$ cat src/rtl/par_to_serial_tx_pkg.sv
// rtl/par_to_serial_tx_pkg.sv - shared defaults and FSM encoding for the serialiser
package par_to_serial_tx_pkg;

  localparam logic [7:0] IDLE_SYM_DEF   = 8'hBC;
  localparam int         SYNC_COUNT_DEF = 4;

  typedef enum logic {
    SYNC = 1'b0,
    RUN  = 1'b1
  } state_t;

endpackage

$ cat src/rtl/par_to_serial_tx_sym_shift_reg.sv
// rtl/par_to_serial_tx_sym_shift_reg.sv - MSB-first symbol shifter with bit counter and boundary flag
module par_to_serial_tx_sym_shift_reg
  import par_to_serial_tx_pkg::*;
#(
  parameter int              SIZE     = 8,
  parameter logic [SIZE-1:0] IDLE_SYM = IDLE_SYM_DEF
) (
  input  logic            clk,
  input  logic            rst_n,
  input  logic [SIZE-1:0] next_sym,
  input  logic            next_active,
  output logic            boundary,
  output logic            ser_bit,
  output logic            sym_start,
  output logic            active
);

  localparam int CW = (SIZE > 1) ? $clog2(SIZE) : 1;

  logic [SIZE-1:0] sr;
  logic            sr_active;
  logic [CW-1:0]   bit_cnt;

  assign boundary = (bit_cnt == CW'(SIZE - 1));

  // Line outputs are registered from the pre-shift state, so they lag the shifter by one edge.
  always_ff @(posedge clk or negedge rst_n) begin
    if (!rst_n) begin
      sr        <= IDLE_SYM;
      sr_active <= 1'b0;
      bit_cnt   <= '0;
      ser_bit   <= 1'b0;
      sym_start <= 1'b0;
      active    <= 1'b0;
    end else begin
      ser_bit   <= sr[SIZE-1];
      sym_start <= (bit_cnt == '0);
      active    <= sr_active;
      if (boundary) begin
        sr        <= next_sym;
        sr_active <= next_active;
        bit_cnt   <= '0;
      end else begin
        sr        <= {sr[SIZE-2:0], 1'b0};
        bit_cnt   <= bit_cnt + 1'b1;
      end
    end
  end

endmodule

$ cat src/rtl/par_to_serial_tx.sv
// rtl/par_to_serial_tx.sv - byte-to-serial transmitter with sync preamble and idle insertion
module par_to_serial_tx
  import par_to_serial_tx_pkg::*;
#(
  parameter int              SIZE       = 8,
  parameter logic [SIZE-1:0] IDLE_SYM   = IDLE_SYM_DEF,
  parameter int              SYNC_COUNT = SYNC_COUNT_DEF
) (
  input  logic            BIT_RATE_CLK,
  input  logic            RESET,
  input  logic [SIZE-1:0] DATA_IN,
  input  logic            VALID_IN,
  output logic            READY_OUT,
  output logic            DATA_OUT,
  output logic            SYM_START,
  output logic            ACTIVE
);

  localparam int              SW        = $clog2(SYNC_COUNT + 1);
  localparam logic [SW-1:0]   SYNC_LAST = SW'(SYNC_COUNT - 1);

  state_t          state, state_next;
  logic [SW-1:0]   sync_cnt;
  logic [SIZE-1:0] buf_data;
  logic            buf_full;
  logic            boundary;
  logic            xfer;
  logic [SIZE-1:0] next_sym;
  logic            next_active;

  assign xfer = VALID_IN && READY_OUT;

  always_ff @(posedge BIT_RATE_CLK or negedge RESET) begin
    if (!RESET) state <= SYNC;
    else        state <= state_next;
  end

  always_comb begin
    state_next = state;
    READY_OUT  = 1'b0;
    case (state)
      SYNC: if (boundary && sync_cnt == SYNC_LAST) state_next = RUN;
      RUN:  READY_OUT = !buf_full;
    endcase
  end

  always_ff @(posedge BIT_RATE_CLK or negedge RESET) begin
    if (!RESET)                         sync_cnt <= '0;
    else if (state == SYNC && boundary) sync_cnt <= sync_cnt + 1'b1;
  end

  // A byte taken on a boundary edge with the buffer empty bypasses straight into the shifter.
  always_comb begin
    next_sym    = IDLE_SYM;
    next_active = 1'b0;
    if (buf_full) begin
      next_sym    = buf_data;
      next_active = 1'b1;
    end else if (xfer) begin
      next_sym    = DATA_IN;
      next_active = 1'b1;
    end
  end

  always_ff @(posedge BIT_RATE_CLK or negedge RESET) begin
    if (!RESET) begin
      buf_data <= '0;
      buf_full <= 1'b0;
    end else if (boundary) begin
      buf_full <= 1'b0;
    end else if (xfer) begin
      buf_data <= DATA_IN;
      buf_full <= 1'b1;
    end
  end

  par_to_serial_tx_sym_shift_reg #(
    .SIZE     (SIZE),
    .IDLE_SYM (IDLE_SYM)
  ) u_shift (
    .clk         (BIT_RATE_CLK),
    .rst_n       (RESET),
    .next_sym    (next_sym),
    .next_active (next_active),
    .boundary    (boundary),
    .ser_bit     (DATA_OUT),
    .sym_start   (SYM_START),
    .active      (ACTIVE)
  );

endmodule

$ cat config.mk
export PLATFORM = sky130hd
export DESIGN_NAME = par_to_serial_tx
export DESIGN_NICKNAME = d
export VERILOG_FILES = /design/src/rtl/par_to_serial_tx_pkg.sv /design/src/rtl/par_to_serial_tx_sym_shift_reg.sv /design/src/rtl/par_to_serial_tx.sv
export SDC_FILE = /design/constraint.sdc
export NUM_CORES = 1
export LEC_CHECK = 0
export ABC_AREA = 1
export BUFFER_PORTS_ARGS = -buffer_cell sky130_fd_sc_hd__buf_4
export CORE_MARGIN = 2
export CORE_UTILIZATION = 23
export CTS_BUF_LIST = sky130_fd_sc_hd__clkbuf_8
export CTS_CLUSTER_SIZE = 12
export DETAILED_ROUTE_END_ITERATION = 7
export PLACE_DENSITY_LB_ADDON = 0.08
export SYNTH_ARGS = -nofsm -noshare
export SYNTH_HDL_FRONTEND = slang
export SYNTH_SLANG_ARGS = --single-unit
$ cat constraint.sdc
create_clock -name BIT_RATE_CLK -period 1.64 [get_ports BIT_RATE_CLK]
set_input_delay 0.246 -clock BIT_RATE_CLK [delete_from_list [all_inputs] [get_ports BIT_RATE_CLK]]
set_output_delay 0.246 -clock BIT_RATE_CLK [all_outputs]
set_load 0.1 [all_outputs]
=== After elaboration in Yosys (flattened, before gate mapping) ===
Cells that the tools add are included.

* Logic and storage cells: 34
* Output and inout port bits: 4
* Bits of input ports: 11
* Flip-flop bits (word level): 28

* Reductions and logical operators: 7
* Bitwise logic cells: 2
* Add/sub/neg operators: 2
* Eq/ne operators: 2
* Mux-type cells: 11

{| class="wikitable"
|+ Operators with widths
! operator !! number
|-
| 2-to-1 mux 8 bit || 3
|-
| 2-to-1 mux 1 bit || 7
|-
| adder 3 x 1 -> 3 bit (second input constant) || 2
|-
| equality test 3 x 2 -> 1 bit (second input constant) || 1
|-
| equality test 3 bit (second input constant) || 1
|-
| logical AND 1 bit || 3
|-
| logical NOT 3 bit || 1
|-
| 2-to-1 mux 3 bit || 1
|-
| NOT 1 bit || 2
|-
| AND reduction 2 bit || 1
|-
| nonzero test 2 bit || 1
|-
| logical NOT 1 bit || 1
|}

=== Longest topological paths before layout ===
Gate-level depths: netlist of the first run.

* Depth in word-level cells: 6
* Gate-level depth with buffers: 6
* Mapped depth without buffers: 6

=== Cells and area by module ===
From an unflattened synthesis of the first run, not the netlist that was laid out.

* Cells, all modules: 139
* Area, all modules: 1,258.7 um^2

{| class="wikitable"
|+ Modules (own cells, without submodules)
! module !! instances !! sequential area each (um^2) !! area an instance (um^2) !! cells an instance
|-
| par_to_serial_tx || 1 || 325.3 || 684.4 || 84
|-
| par_to_serial_tx_sym_shift_reg || 1 || 381.6 || 574.3 || 55
|}

=== Worst setup path after synthesis of the first run ===
OpenSTA, ideal clock, no wires.

* Path type: register to register
* From: register buf_full
* To: register u_shift.sr[1]
* Buffers on the path: 1
* Data required time: 1.563 ns
* Path slack: -0.117 ns
* Setup time: 0.077 ns
* Arrival time: 1.680 ns
* Period minus slack after synthesis: 1.757 ns
* Cell stages (with the launch flop): 5
* Cells stage by stage: dfrtp_1 > buf_4 > nor2_2 > nand3_1 > a21oi_1

* Cells in the longest elaborated chain, start to end: 6

{| class="wikitable"
|+ Ends and longest elaborated chain
! what !! line !! text
|-
| start: declaration || par_to_serial_tx.sv:25 || <nowiki>logic buf_full;</nowiki>
|-
| start signal: assignment || par_to_serial_tx.sv:68 || <nowiki>buf_full <= 1'b0;</nowiki>
|-
| start signal: assignment || par_to_serial_tx.sv:70 || <nowiki>buf_full <= 1'b0;</nowiki>
|-
| start signal: assignment || par_to_serial_tx.sv:73 || <nowiki>buf_full <= 1'b1;</nowiki>
|-
| logical NOT 1 bit || par_to_serial_tx.sv:43 || <nowiki>RUN: READY_OUT = !buf_full;</nowiki>
|-
| 2-to-1 mux 1 bit || par_to_serial_tx.sv:41 || <nowiki>case (state)</nowiki>
|-
| net READY_OUT || par_to_serial_tx.sv:13 || <nowiki>output logic READY_OUT,</nowiki>
|-
| logical AND 1 bit || par_to_serial_tx.sv:31 || <nowiki>assign xfer = VALID_IN && READY_OUT;</nowiki>
|-
| 2-to-1 mux 8 bit || par_to_serial_tx.sv:59 || <nowiki>end else if (xfer) begin</nowiki>
|-
| 2-to-1 mux 8 bit || par_to_serial_tx.sv:56 || <nowiki>if (buf_full) begin</nowiki>
|-
| 2-to-1 mux 8 bit || par_to_serial_tx_sym_shift_reg.sv:39 || <nowiki>if (boundary) begin</nowiki>
|-
| end signal: assignment || par_to_serial_tx_sym_shift_reg.sv:40 || <nowiki>sr <= next_sym;</nowiki>
|-
| end signal: assignment || par_to_serial_tx_sym_shift_reg.sv:44 || <nowiki>sr <= {sr[SIZE-2:0], 1'b0};</nowiki>
|-
| end: declaration || par_to_serial_tx_sym_shift_reg.sv:20 || <nowiki>logic [SIZE-1:0] sr;</nowiki>
|}

The timed path passes the listed nets, and every way through them passes these cells.
A chain may end at the register's enable or synchronous reset.

=== Final worst setup path of the first run ===
* From: register buf_full
* To: output READY_OUT

* Cells in the longest elaborated chain, start to end: 2

{| class="wikitable"
|+ Ends and longest elaborated chain
! what !! line
|-
| logical NOT 1 bit || par_to_serial_tx.sv:43
|-
| 2-to-1 mux 1 bit || par_to_serial_tx.sv:41
|-
| end: declaration || par_to_serial_tx.sv:13
|}

Every way passes these cells.

==> results of run 1 <==
==> registers in the layout (all words and copies together), names as in the netlist <==
signal	flops
u_shift.active	1
u_shift.sr_active	1
buf_full	1
u_shift.sym_start	1
sync_cnt	3
state	1
u_shift.bit_cnt	3
buf_data	8
u_shift.ser_bit	1
u_shift.sr	8
==> layer usage <==
metal	track usage	vias to the layer above	share of wire
met5	0	-	0
met4	0.0316	0	0.0090
met3	0.0207	2	0.040
met2	0.134	19	0.44
met1	0.134	416	0.51
li1	-	461	-
==> logic make-up after synthesis <==
group           after synthesis  synth area share
compound gates               16            0.0714
xor+xnor                      1           0.00694
flops                        28             0.560
fa+ha+maj                     5            0.0496
simple gates                 62             0.216
buf+inv                      28            0.0961
==> per-stage QoR <==
step                setup slack (ns)   util
global route                  0.0106  0.293
detailed placement             0.127  0.280
CTS                          0.00854  0.293
floorplan                      0.229      -
global placement               0.176  0.280
finish                         0.119  0.293
==> what timing repair did <==
action	4_1_cts	5_1_grt
hold buffers	1	0
endpoints found under the setup margin	0	2
gates resized for setup	0	1
endpoints found under the hold margin	23	0
==> how the worst max path moves through the flow <==
| stage | to | slack, ns | cells past startpoint |
|---|---|---|---|
| 3_5_place_dp | buf_data[5] | 0.13 | 5 |
| 4_1_cts | READY_OUT | 0.009 | 2 |
| 2_1_floorplan | u_shift.sr[3] | 0.23 | 6 |
| 5_1_grt | buf_data[2] | 0.01 | 6 |
| 6_report | READY_OUT | 0.12 | 2 |
| 3_3_place_gp | buf_data[5] | 0.18 | 5 |
==> report_power, final <==
group / switching, W / leakage (nW) / internal (W)
sequential: 0.0000192 / 0.322 / 0.000754
combinational: 0.000118 / 0.466 / 0.0000665
clock: 0.000215 / 0.0288 / 0.000215
==> critical path: cells and delay by family (launching register included) <==
| family | cells | cell delay (ns) |
|---|---|---|
| and+or+nand+nor | 1 | 0.17 |
| DFF | 1 | 0.52 |
| buffers and inverters | 1 | 0.30 |
==> Yosys cell counts <==
master                     n  area [um2]
sky130_fd_sc_hd__nor2_2    1        6.26
sky130_fd_sc_hd__inv_1    23        86.3
sky130_fd_sc_hd__buf_2     1        5.00
sky130_fd_sc_hd__o21ai_2   2        17.5
sky130_fd_sc_hd__buf_6     1        11.3
sky130_fd_sc_hd__nand3_1   9        45.0
sky130_fd_sc_hd__nand2_1  39         146
sky130_fd_sc_hd__dfstp_2   5         131
sky130_fd_sc_hd__nand3_2   1        10.0
sky130_fd_sc_hd__o21ai_0   7        35.0
sky130_fd_sc_hd__xnor2_1   1        8.76
sky130_fd_sc_hd__buf_4     2        15.0
sky130_fd_sc_hd__inv_2     1        3.75
sky130_fd_sc_hd__ha_1      5        62.6
sky130_fd_sc_hd__a21o_1    1        7.51
sky130_fd_sc_hd__o21ai_1   1        5.00
sky130_fd_sc_hd__dfrtp_1  23         576
sky130_fd_sc_hd__or2_2     5        31.3
sky130_fd_sc_hd__a21oi_1   5        25.0
sky130_fd_sc_hd__nor2_1    6        22.5
sky130_fd_sc_hd__nor2_4    1        11.3
==> cell type report <==
cell class / instances / area [um2]
clock buffers: 4 / 55.1
inverters: 24 / 90.1
repair buffers: 19 / 145
flip-flops and latches: 28 / 708
well taps: 70 / 87.6
multi-input cells: 84 / 439
fillers: 580 / 3680
==> results.py, run 1 <==
metrics = {
    "status": {
        "outcome": "complete, no violations",
    },
    "route": {
        "drt_iter0_drc": 38,
        "drc": 0,
        "num_vias": 898,
        "detailedRoute.firstPassIterationCount": 4,
        "final_antenna_net_count": 0,
        "wire_per_inst_um": 11.1,
        "vias_per_cell": 3.92,
        "post_detailed_routing_wire_length_um": 2550,
    },
    "layout": {
        "final_cell_count_no_fill": 229,
        "area.growth.synth_to_final_pct": 20.8,
        "design.final.nets": 176,
        "layout.cells.most_common": "sky130_fd_sc_hd__nand2_1",
        "ratio_of_cells_with_drive_above_1_in_the_final_layout": 0.245,
        "insertedDiodeCount": 0,
        "layout.cell_area.non_filler_um2": 1530,
        "layout.cells.most_common_list": "sky130_fd_sc_hd__nand2_1, sky130_fd_sc_hd__inv_1, sky130_fd_sc_hd__dfrtp_1",
    },
    "die": {
        "starting_density_of_the_core": 0.243,
        "dieWidth_um": 78.1,
        "std_cell_rows": 26,
        "design.portCount": 15,
        "die_h_um": 78.1,
        "floorplan.core_area_um2": 5200,
        "dieArea_um2": 6100,
    },
    "setup_path": {
        "reg2reg_setup_slack_ns": 0.14,
        "worst_r2r_startpoint": "u_shift.bit_cnt[0]",
        "element_type_at_the_critical_path_end": "output pin",
        "startpoint_type": "flip-flop",
        "cp.required_ns": 1.39,
        "worst_r2r_path_depth": 5,
        "worstSetupPathType": "reg2out",
        "cp.arrival_ns": 1.27,
        "path_max_fanout": 11,
        "worstReg2RegEnd": "buf_data[5]",
        "slowest_stage": "sky130_fd_sc_hd__dfrtp_2",
        "crit_chain": "nor2_4 -> buf_4",
        "worst_path_largest_cell_delay_ns": 0.52,
        "timing.critical_path.from": "buf_full",
    },
    "global_routing": {
        "grt_antenna_before_repair": 0,
        "maximum_number_of_pins_on_one_net_before_global_route_repair": 29,
        "grt_first_pass_wirelength_um": 4370,
        "vias_in_the_first_global_route": 921,
        "overflow": 0,
        "global_route_usage_over_all_layers": 0.0919,
    },
    "hold_path": {
        "path_category_of_the_worst_min_delay_check": "in2reg",
        "worst_hold_path.endpoint": "buf_data[1]",
        "timing.hold.worst.start": "DATA_IN[1]",
        "holdPathStages": 3,
    },
    "placed_design": {
        "gp_congestion": 0.710,
        "placed_cells_incl_taps": 224,
        "hpwlAfterDp_um": 1840,
        "port_buffers": 14,
        "dpl-instance-area_um2": 1460,
    },
    "flow_run": {
        "maxCapViolations": 0,
    },
    "clock_network": {
        "worst_skew_pair.late_latency_ns": 0.27,
        "clock_tree.htree_level_count": 1,
        "clk_transition_reported_paths_ns": 0.10,
        "post_cts_buffers": 0,
        "cts_sinks": 28,
        "clock_path_buffers": 2,
        "tritoncts.num_buffers": 3,
        "ctsRootBufferMaster": "sky130_fd_sc_hd__clkbuf_8",
        "tritoncts": "yes",
    },
    "pwr": {
        "power.density_cell_area_nw_per_um2": 909,
        "total_power_w": 0.00139,
        "vdd.ir_drop.worst_uv": 318,
        "power.static_leakage_nw": 0.816,
    },
    "timing": {
        "period_needed_ns": 1.52,
        "timing.final.hold_violations": 0,
        "hold-worst-slack_ns": 0.184,
        "finalClockSkew_ns": 0.00334,
        "setup_violations": 0,
        "finalCritPeriodShare": 0.927,
        "slew_violations": 0,
        "actual_transition_at_the_worst_max_transition_pin_ns": 0.376,
        "slew-limit-headroom": 0.749,
        "finalSetupTns_ns": 0,
        "fmaxAchievable_mhz": 658,
        "grt_setup_unrepaired": "false",
    },
    "logic_synthesis": {
        "postSynthRegisterBits": 28,
        "postSynthCellCount": 140,
        "synth.cell_area_um2": 1260,
        "synth-warning-count": 0,
        "post_synth.cell_area_avg_um2": 9.02,
        "synth.yosys.seq_area_share": 0.560,
        "synth.net_count": 156,
        "synth_cell_type_count": 21,
    },
}
Power figures use the tool's default switching activity.
==> run 2, diff against run 1 <==
ABC_AREA = 0   (was 1)
==> results.py, run 2 <==
metrics = {
    "clock_network": {
        "tritoncts": "yes",
        "tritoncts.num_buffers": 3,
        "clock_tree.htree_level_count": 1,
        "clk_transition_reported_paths_ns": 0.10,
        "worst_skew_pair.late_latency_ns": 0.27,
        "ctsRootBufferMaster": "sky130_fd_sc_hd__clkbuf_8",
        "cts_sinks": 28,
        "clock_path_buffers": 2,
    },
    "timing": {
        "actual_transition_at_the_worst_max_transition_pin_ns": 0.357,
        "grt_setup_unrepaired": "true",
        "period_needed_ns": 1.60,
        "finalClockSkew_ns": 0.0104,
        "setup_violations": 0,
        "timing.final.hold_violations": 0,
        "slew-limit-headroom": 0.762,
        "finalCritPeriodShare": 0.975,
        "slew_violations": 0,
        "fmaxAchievable_mhz": 626,
    },
    "logic_synthesis": {
        "post-synth-top-area-cell": "sky130_fd_sc_hd__dfrtp_1",
        "synth_cell_type_count": 24,
        "postSynthRegisterBits": 28,
        "synth.net_count": 95,
        "synth-edff-count": 0,
        "synth.cell_area_um2": 1170,
        "yosysMostFrequentCell": "sky130_fd_sc_hd__dfrtp_1",
        "synth.top_cell.area_share": 0.490,
        "postSynth.asyncResetShare": 1.00,
        "post_synth.cell_area_avg_um2": 14.9,
        "post_synth_main_area_contributors": "sky130_fd_sc_hd__dfrtp_1, sky130_fd_sc_hd__dfstp_2, sky130_fd_sc_hd__mux2_4",
        "ys.flop_type": "sky130_fd_sc_hd__dfrtp_1",
        "synth.yosys.seq_area_share": 0.602,
        "top_cell_types_by_occurrence_after_synthesis": "sky130_fd_sc_hd__dfrtp_1, sky130_fd_sc_hd__mux2_4",
        "synth-warning-count": 0,
        "postSynthCellCount": 79,
    },
    "route": {
        "vias_per_cell": 3.91,
        "detailedRoute.firstPassIterationCount": 4,
        "final_antenna_net_count": 0,
        "drt_iter0_drc": 34,
        "post_detailed_routing_wire_length_um": 2280,
        "wire_per_inst_um": 13.1,
        "drc": 0,
        "num_vias": 681,
        "route.met2.wl_um": 969,
        "top_layer_in_use": "met4",
        "wl_met3_um": 96,
        "m1WireLength_um": 1190,
    },
    "pwr": {
        "clock_power_share": 0.308,
        "power.density_cell_area_nw_per_um2": 931,
        "switching_share": 0.234,
        "power.share.combinational": 0.135,
        "cellInternalPower_w": 0.00107,
        "total_power_w": 0.00140,
        "vdd.ir_drop.worst_uv": 313,
        "power.switching_w": 0.000329,
        "p_seq_frac": 0.557,
        "power.static_leakage_nw": 0.704,
    },
    "global_routing": {
        "maximum_number_of_pins_on_one_net_before_global_route_repair": 29,
        "overflow": 0,
        "grt_first_pass_wirelength_um": 3680,
        "vias_in_the_first_global_route": 736,
        "grt_antenna_before_repair": 0,
        "global_route_usage_over_all_layers": 0.0887,
    },
    "die": {
        "dieArea_um2": 5700,
        "dieWidth_um": 75.5,
        "std_cell_rows": 26,
        "die_h_um": 75.5,
        "floorplan.core_area_um2": 5010,
        "design.portCount": 15,
        "starting_density_of_the_core": 0.235,
    },
    "placed_design": {
        "gp_congestion": 0.662,
        "dpl-instance-area_um2": 1410,
        "port_buffers": 14,
        "hpwlAfterDp_um": 1600,
    },
    "setup_path": {
        "worst_r2r_path_depth": 5,
        "cp.arrival_ns": 1.76,
        "worst_r2r_startpoint": "u_shift.bit_cnt[1]",
        "startpoint_type": "flip-flop",
        "reg2reg_setup_slack_ns": 0.04,
        "worstSetupPathType": "reg2reg",
        "element_type_at_the_critical_path_end": "flip-flop",
        "cp.required_ns": 1.80,
        "worstReg2RegEnd": "buf_data[2]",
        "path_max_fanout": 8,
    },
    "hold_path": {
        "worst_hold_path.endpoint": "buf_data[6]",
        "path_category_of_the_worst_min_delay_check": "in2reg",
        "holdPathStages": 2,
        "timing.hold.worst.start": "DATA_IN[6]",
    },
    "layout": {
        "final_util": 0.301,
        "area.growth.synth_to_final_pct": 28.2,
        "insertedDiodeCount": 0,
        "num-fill-cells": 545,
        "largest_registers": "buf_data (8), u_shift.sr (8)",
        "design.final.nets": 121,
        "layout.cells.most_common": "sky130_fd_sc_hd__dfrtp_1",
        "ratio_of_cells_with_drive_above_1_in_the_final_layout": 0.510,
        "layout.cell_area.non_filler_um2": 1510,
        "layout.cells.most_common_list": "sky130_fd_sc_hd__dfrtp_1, sky130_fd_sc_hd__buf_4, sky130_fd_sc_hd__mux2_4",
    },
    "status": {
        "outcome": "complete, no violations",
    },
    "flow_run": {
        "maxCapViolations": 0,
    },
}
==> run 2: through the flow <==
stage | worst slack, ns | setup TNS [ns] | hold slack [ns] | std cells
6_report | 0.0415 | 0 | 0.201 | 174
5_1_grt | -0.0212 | -0.0474 | 0.191 | 174
4_1_cts | 0.0111 | 0 | 0.197 | 172
3_5_place_dp | 0.00612 | 0 | 0.195 | 166
3_3_place_gp | 0.0272 | 0 | 0.194 | 166
2_1_floorplan | 0.0469 | 0 | -0.0496 | 79
==> run 2: critical path, stage by stage (launching register included) <==
cell and delay [ns]:
sky130_fd_sc_hd__dfrtp_1 0.39, sky130_fd_sc_hd__ha_2 0.20, sky130_fd_sc_hd__ha_4 0.16, sky130_fd_sc_hd__and4bb_1 0.29
sky130_fd_sc_hd__buf_12 0.15, sky130_fd_sc_hd__mux2_4 0.30
==> run 2: worst max path at each step <==
stage	startpoint	end	slack, ns	cells past startpoint
2_1_floorplan	u_shift.bit_cnt[0]	buf_data[0]	0.05	5
5_1_grt	u_shift.bit_cnt[0]	buf_data[2]	-0.02	5
6_report	u_shift.bit_cnt[1]	buf_data[2]	0.04	5
4_1_cts	u_shift.bit_cnt[0]	buf_data[2]	0.01	5
3_5_place_dp	u_shift.bit_cnt[0]	buf_data[2]	0.006	5
3_3_place_gp	u_shift.bit_cnt[0]	buf_data[2]	0.03	5
==> run 2: power groups by stage <==
stage               clock [W]  sequential [W]  combinational, W
global route         0.000475        0.000787          0.000204
detailed placement          0        0.000793          0.000191
finish               0.000432        0.000781          0.000189
CTS                  0.000451        0.000781          0.000194
floorplan                   0        0.000815          0.000102
global placement            0        0.000794          0.000190
==> run 2: per-layer routing <==
metal  global-route usage  vias to the layer above
met3               0.0225                        2
met2                0.133                       14
met5                    0                        -
met1                0.125                      334
li1                     -                      331
met4               0.0292                        0
==> run 2: final cells by class <==
class | instances | area, um2 | share of cell area
well taps | 70 | 87.6 | 0.0581
clock buffers | 4 | 55.1 | 0.0365
multi-input cells | 46 | 458 | 0.304
flip-flops and latches | 28 | 707 | 0.469
repair buffers | 23 | 188 | 0.125
inverters | 3 | 11.3 | 0.00748
==> run 2: cells by family after synthesis <==
family	share of synthesized area
DFF	0.602
and+or+nand+nor	0.106
AOI/OAI and AO/OA	0.0873
muxes	0.120
buffers and inverters	0.0234
adders and majority gates	0.0532
xor gates and xnor gates	0.00746
==> run 2: what timing repair did <==
item / CTS / global route
gates cloned: 0 / 0
setup buffers: 1 / 2
hold endpoints to repair: 23 / 0
gates resized for setup: 1 / 1
pin swaps: 1 / 3
hold buffers: 1 / 0
endpoints found under the setup margin: 3 / 16
